==> src/rtl/demux_stream.sv <==
// demux_stream: 1-to-N registered stream demultiplexer, one single-entry slot per output.
// Broadcast to all outputs is available when DEMUX_BCAST_EN is defined.
module demux_stream #(
    parameter int W  = 8,
    parameter int SW = 2
) (
    input  logic                     clk,
    input  logic                     rst,
    input  logic                     in_valid,
    output logic                     in_ready,
    input  logic [W-1:0]             in_data,
    input  logic [SW-1:0]            in_sel,
    input  logic                     in_bcast,
    output logic [(2**SW)-1:0]       out_valid,
    input  logic [(2**SW)-1:0]       out_ready,
    output logic [(2**SW)*W-1:0]     out_data
);
    localparam int N = 2**SW;

    logic [N-1:0]        valid_q;
    logic [N-1:0]        valid_d;
    logic [N-1:0][W-1:0] data_q;
    logic [N-1:0][W-1:0] data_d;
    logic [N-1:0]        free_s;
    logic [N-1:0]        load_s;
    logic                bcast_s;
    logic                accept_s;

`ifdef DEMUX_BCAST_EN
    assign bcast_s = in_bcast;
`else
    logic unused_bcast_s;
    assign unused_bcast_s = in_bcast;
    assign bcast_s        = 1'b0;
`endif

    // A slot can take a new beat if it is empty or is being drained this cycle.
    assign free_s   = ~valid_q | out_ready;
    assign in_ready = bcast_s ? (&free_s) : free_s[in_sel];
    assign accept_s = in_valid & in_ready;

    // Per-slot load selection and next state; a drain plus load keeps valid high.
    always_comb begin
        load_s  = {N{1'b0}};
        valid_d = valid_q;
        data_d  = data_q;
        for (int k = 0; k < N; k++) begin
            if (accept_s && (bcast_s || (in_sel == SW'(k)))) begin
                load_s[k] = 1'b1;
            end else begin
                load_s[k] = 1'b0;
            end
            if (load_s[k]) begin
                valid_d[k] = 1'b1;
                data_d[k]  = in_data;
            end else if (out_ready[k]) begin
                valid_d[k] = 1'b0;
            end else begin
                valid_d[k] = valid_q[k];
            end
        end
    end

    // Slot registers; reset discards every held beat immediately.
    always_ff @(posedge clk or posedge rst) begin
        if (rst) begin
            valid_q <= {N{1'b0}};
            data_q  <= {(N*W){1'b0}};
        end else begin
            valid_q <= valid_d;
            data_q  <= data_d;
        end
    end

    assign out_valid = valid_q;
    assign out_data  = data_q;

endmodule

==> config.mk <==
export PLATFORM = sky130hd
export DESIGN_NAME = demux_stream
export DESIGN_NICKNAME = d
export VERILOG_FILES = /design/src/rtl/demux_stream.sv
export SDC_FILE = /design/constraint.sdc
export NUM_CORES = 1
export LEC_CHECK = 0
export ABC_AREA = 1
export BUFFER_PORTS_ARGS = -buffer_cell sky130_fd_sc_hd__buf_2
export CAP_MARGIN = 25
export CORE_UTILIZATION = 44
export DETAILED_ROUTE_END_ITERATION = 8
export MAX_ROUTING_LAYER = met4
export PLACE_DENSITY = 0.81
export SLEW_MARGIN = 40
export SYNTH_ARGS = -nofsm -noshare
export SYNTH_HDL_FRONTEND = slang
export SYNTH_SLANG_ARGS = --single-unit
==> constraint.sdc <==
create_clock -name clk -period 1.1 [get_ports clk]
set_input_delay 0.055 -clock clk [delete_from_list [all_inputs] [get_ports clk]]
set_output_delay 0.055 -clock clk [all_outputs]
set_load 0.02 [all_outputs]
Word level (Yosys, flattened, before mapping)
Index checks and enable logic that the tools add are counted.
{"block": "totals", "regBits": 36, "in_bits": 18, "out_inout_bits": 37, "wordCells": 38}
{"block": "classes", "n_lt_le_gt_ge": 1, "eq_ne": 3, "muxes": 14, "n_bitwise": 3, "reduce_logical": 9}
{"cell": "$mux W1", "count": 13}
{"cell": "$reduce_bool A2 Y1", "count": 4}
{"cell": "$eq A2 B2 Y1 const B", "count": 2}
{"cell": "$logic_and A1 B1 Y1", "count": 4}
{"cell": "$not A4 Y4", "count": 1}
{"cell": "$or A4 B4 Y4", "count": 1}
{"cell": "$lt A2 B3 Y1 const B", "count": 1}
{"cell": "$bmux W1 S2", "count": 1}
{"cell": "$eq A2 B1 Y1 const B", "count": 1}
{"cell": "$logic_not A2 Y1", "count": 1}
{"cell": "$and A1 B1 Y1", "count": 1}

Depth between registers and ports, before layout
{"block": "depth", "ltp_word": 8, "ltp_mapped": 8, "mapped_depth_nobuf": 8}

Least setup slack after synthesis
OpenSTA, ideal clock, no wires.
{"block": "synth_path", "path_type": "flip-flop to flip-flop", "startpoint": "reg valid_q[0], in the netlist out_valid[0]", "endpoint": "reg data_q (netlist bit out_data[7])", "setup_time_ns": 0.066, "arrival_ns": 1.283, "t_required_ns": 1.034, "setup_slack_ns": -0.249, "stages_incl_launch_ff": 9, "n_path_buf": 1, "period_less_slack_ns": 1.349, "cell_sequence": "dfrtp_1 inv_1 nor2_1 nand2_1 nand2_1 nor2_4 clkbuf_8 nand4_1 nand2_1"}
{"block": "synth_between", "elab_chain_len": 7}
{"item": "from (decl)", "line": "20", "text": "logic [N-1:0] valid_q;"}
{"item": "from (signal assigned)", "line": "67", "text": "valid_q <= {N{1'b0}};"}
{"item": "from (signal assigned)", "line": "70", "text": "valid_q <= valid_d;"}
{"item": "$not A4 Y4", "line": "38", "text": "assign free_s = ~valid_q | out_ready;"}
{"item": "$or A4 B4 Y4", "line": "38"}
{"item": "$bmux W1 S2", "line": "39", "text": "assign in_ready = bcast_s ? (&free_s) : free_s[in_sel];"}
{"item": "$mux W1 (implied by the code)", "line": "39"}
{"item": "via in_ready", "line": "10", "text": "output logic in_ready,"}
{"item": "$and A1 B1 Y1", "line": "40", "text": "assign accept_s = in_valid & in_ready;"}
{"item": "$logic_and A1 B1 Y1", "line": "48", "text": "if (accept_s && (bcast_s || (in_sel == SW'(k)))) begin"}
{"item": "$mux W1", "line": "48"}
{"item": "to (signal assigned)", "line": "68", "text": "data_q <= {(N*W){1'b0}};"}
{"item": "to (signal assigned)", "line": "71", "text": "data_q <= data_d;"}
{"item": "to (decl)", "line": "22", "text": "logic [N-1:0][W-1:0] data_q;"}
The timed path passes the listed nets, and every way through them passes these cells. The select of a mux whose other input is x is not followed.
A chain may end at the register's enable or synchronous reset.

Worst setup path after layout
{"block": "layout_path", "startpoint": "reg valid_q[0], in the netlist out_valid[0]", "endpoint": "out in_ready"}
{"block": "layout_between", "elab_chain_len": 4}
{"item": "$not A4 Y4", "line": "38"}
{"item": "$or A4 B4 Y4", "line": "38"}
{"item": "$bmux W1 S2", "line": "39"}
{"item": "$mux W1 (implied by the code)", "line": "39"}
{"item": "to (decl)", "line": "10"}
Every way passes these cells. The select of a mux whose other input is x is not followed.

==> results.sh <==
export IMPL_gp_congestion=0.8502
export IMPL_worst_pin_slew_ps=429.1
export IMPL_ys_seq_area_share_pct=57.55
export IMPL_r2r_end="out_data[16]"
export IMPL_cts_tree="yes"
export IMPL_ff2ff_setup_slack_ps=-230
export IMPL_syn_inst=170
export IMPL_critical_path_class="reg -> out"
export IMPL_leakage_uw=0.001166
export IMPL_drt_iter0_drc=59
export IMPL_cts_htree_levels=2
export IMPL_slowest_stage="dfrtp_2"
export IMPL_drv_slew=0
export IMPL_finalHoldViolCount=0
export IMPL_holdWs_ps=18.63
export IMPL_core_area_mm2=0.003363
export IMPL_synthToLayoutAreaGrowth_pct=35.57
export IMPL_finalCritPeriodShare_pct=123.7
export IMPL_worstPathRequired_ps=1040
export IMPL_max_freq_ghz=0.7349
export IMPL_power_density_mw_per_mm2=1598
export IMPL_clk_pin_slew_ps=100
export IMPL_start_kind="register"
export IMPL_ant_nets=0
export IMPL_crit_buf_inv=3
export IMPL_violations="negative setup slack"
export IMPL_worstPathCellList="inv_2, nor2_2, nand2_1, nand2_2, nor2_4, buf_6, buf_6"
export IMPL_r2r_cells=9
export IMPL_layout_min_cycle_time_ps=1361
export IMPL_fp_dieW_um=61.65
export IMPL_yosys_warnings=0
export IMPL_avgSynthCellArea_um2=9.207
export IMPL_overflow=0
export IMPL_grt_pass1_vias=1296
export IMPL_layout_drive_gt1_share_pct=39.18
export IMPL_synth_largest_area_cell="dfrtp_1"
export IMPL_drc_errors=0
export IMPL_start_util_pct=46.54
export IMPL_drt_total_wl_um=3724
export IMPL_synth_seq_cells=36
export IMPL_io_buffers=53
export IMPL_r2r_start="out_valid[0]"
export IMPL_status="complete, but fails checks"
export IMPL_slew_headroom_pct=71.40
export IMPL_netlist_area_leader_share_pct=57.55
export IMPL_cp_arrival_ps=1310
export IMPL_pre_cts_ws_ps=-259.7
export IMPL_cap_violations=0
export IMPL_fin_ws_ps=-260.7
export IMPL_diodes=0
export IMPL_hp_start="in_data[7]"
export IMPL_synth_area_leaders="dfrtp_1 (58%), nand2_1 (17%), nand4_1 (13%), clkbuf_8 (2.6%), nand3_2 (2.6%)"
export IMPL_crit_top_cell="buf_6"
export IMPL_placed_cell_area_mm2=0.001938
export IMPL_post_dp_hpwl_um=2577
export IMPL_rsz0062_at_grt="yes"
export IMPL_setup_viol=37
export IMPL_clock_sinks=36
export IMPL_synthesis_area_mm2=0.001565
export IMPL_grt_max_degree=37
export IMPL_crit_path_end_kind="primary output"
export IMPL_ios=55
export IMPL_grt_usage_pct=22.28
export IMPL_wl_per_cell_um=12.80
export IMPL_clock_skew_ps=7.628
export IMPL_peakVddDrop_mv=0.9004
export IMPL_fill_cells=304
export IMPL_clk_latency_ps=330
export IMPL_hold_depth=3
export IMPL_dr_pass1_iters=4
export IMPL_viasPerCell=5.007
export IMPL_die_area_mm2=0.003800
export IMPL_grt_pass1_wl_um=5747
export IMPL_antenna_found_initial=0
export IMPL_path_max_fanout=2
export IMPL_syn_num_nets=188
export IMPL_crit_path_max_incr_delay_ps=420
export IMPL_min_delay_worst_endpoint="out_data[7]"
export IMPL_hp_class="in -> reg"
export IMPL_die_h_um=61.65
export IMPL_placementRows=21
export IMPL_cts_inserted_buffers=5
export IMPL_cts_buffer_depth=2
export IMPL_cts_root_buf="clkbuf_4"
export IMPL_crit_family="flip-flops"
export IMPL_stdcell_area_mm2=0.002122
export IMPL_synth_cell_types=14
export IMPL_final_nets=263
export IMPL_vias=1457
## power breakdown
group | switching (uW) | internal [uW] | leakage (uW)
Clock | 391 | 235 | 0.0000281
Combinational | 691 | 383 | 0.000691
Sequential | 126 | 1560 | 0.000447
## layout by cell type, fill, tap and decap left out, drive strengths merged
master       synthesis  final
buf                  4     70
nand3                4      4
nor2                 8      8
dfrtp               36     36
nand4               32     32
nand2               71     71
inv                  8      8
clkinv               0      1
dlygate4sd3          0      5
o21ai                4      4
clkbuf               3      6
## logic make-up (layout without fill, tap and decap cells)
| family | after synthesis | count (layout) | synth area share [%] |
|---|---|---|---|
| compound gates | 4 | 4 | 1.279 |
| flops | 36 | 36 | 57.55 |
| simple gates | 115 | 115 | 35.25 |
| buf+inv | 15 | 90 | 5.915 |
## synth_stat cells, drive strengths merged
cell type	number
clkbuf	3
nor2	8
buf	4
nand3	4
o21ai	4
dfrtp	36
nand4	32
nand2	71
inv	8
## registers in the layout, indices dropped and copies added (netlist names)
name / flops
out_data: 32
out_valid: 4
## cell type report
| cell class | count | area [um2] | area share [%] |
|---|---|---|---|
| clock inverters | 1 | 5.005 | 0.2358 |
| clock buffers | 6 | 41.29 | 1.946 |
| repair buffers | 75 | 473.0 | 22.29 |
| flip-flops and latches | 36 | 905.9 | 42.69 |
| well taps | 46 | 57.56 | 2.712 |
| inverters | 8 | 30.03 | 1.415 |
| multi-input cells | 119 | 609.3 | 28.71 |
## metrics by stage
step / utilization [%] / power, uW / TNS (ps) / cells
after global placement: 57.63 / 2713 / -8422 / 276
after floorplan: - / 2336 / -7256 / 170
after detailed placement: 57.63 / 2730 / -8931 / 276
after global routing: 63.10 / 3624 / -11680 / 291
after CTS: 62.39 / 3406 / -7559 / 290
final: 63.10 / 3391 / -7645 / 291
## metal layers
layer  up-vias  GRT usage, %  wire length (um)
met1       680         26.20              1613
met5         -             -                 0
met2        48         36.41              1853
li1        725             -                 -
met3         4         6.513               218
met4         0         7.619                38
## worst max-delay path by stage
stage / startpoint / to / slack, ps / cells after the start
global placement: out_valid[3] / out_data[15] / -250 / 8
global route: out_valid[1] / in_ready / -350 / 7
CTS: out_valid[0] / in_ready / -270 / 7
floorplan: out_valid[2] / out_data[15] / -210 / 8
finish: out_valid[0] / in_ready / -260 / 7
detailed placement: out_valid[0] / out_data[0] / -260 / 8
## timing repair
action,in CTS,in global routing
hold endpoints to repair,40,0
endpoints found under the setup margin,37,39
buffers inserted,2,1
hold buffers,5,0
pin swaps,3,0
resized for setup,12,5
## worst reg2reg max path: cells and delay by family, from the launching register on
family | cells | cell delay [ps]
AND/OR/NAND/NOR | 6 | 450
flip-flops | 1 | 420
buffers and inverters | 3 | 390
(Power assumes the default switching activity.)
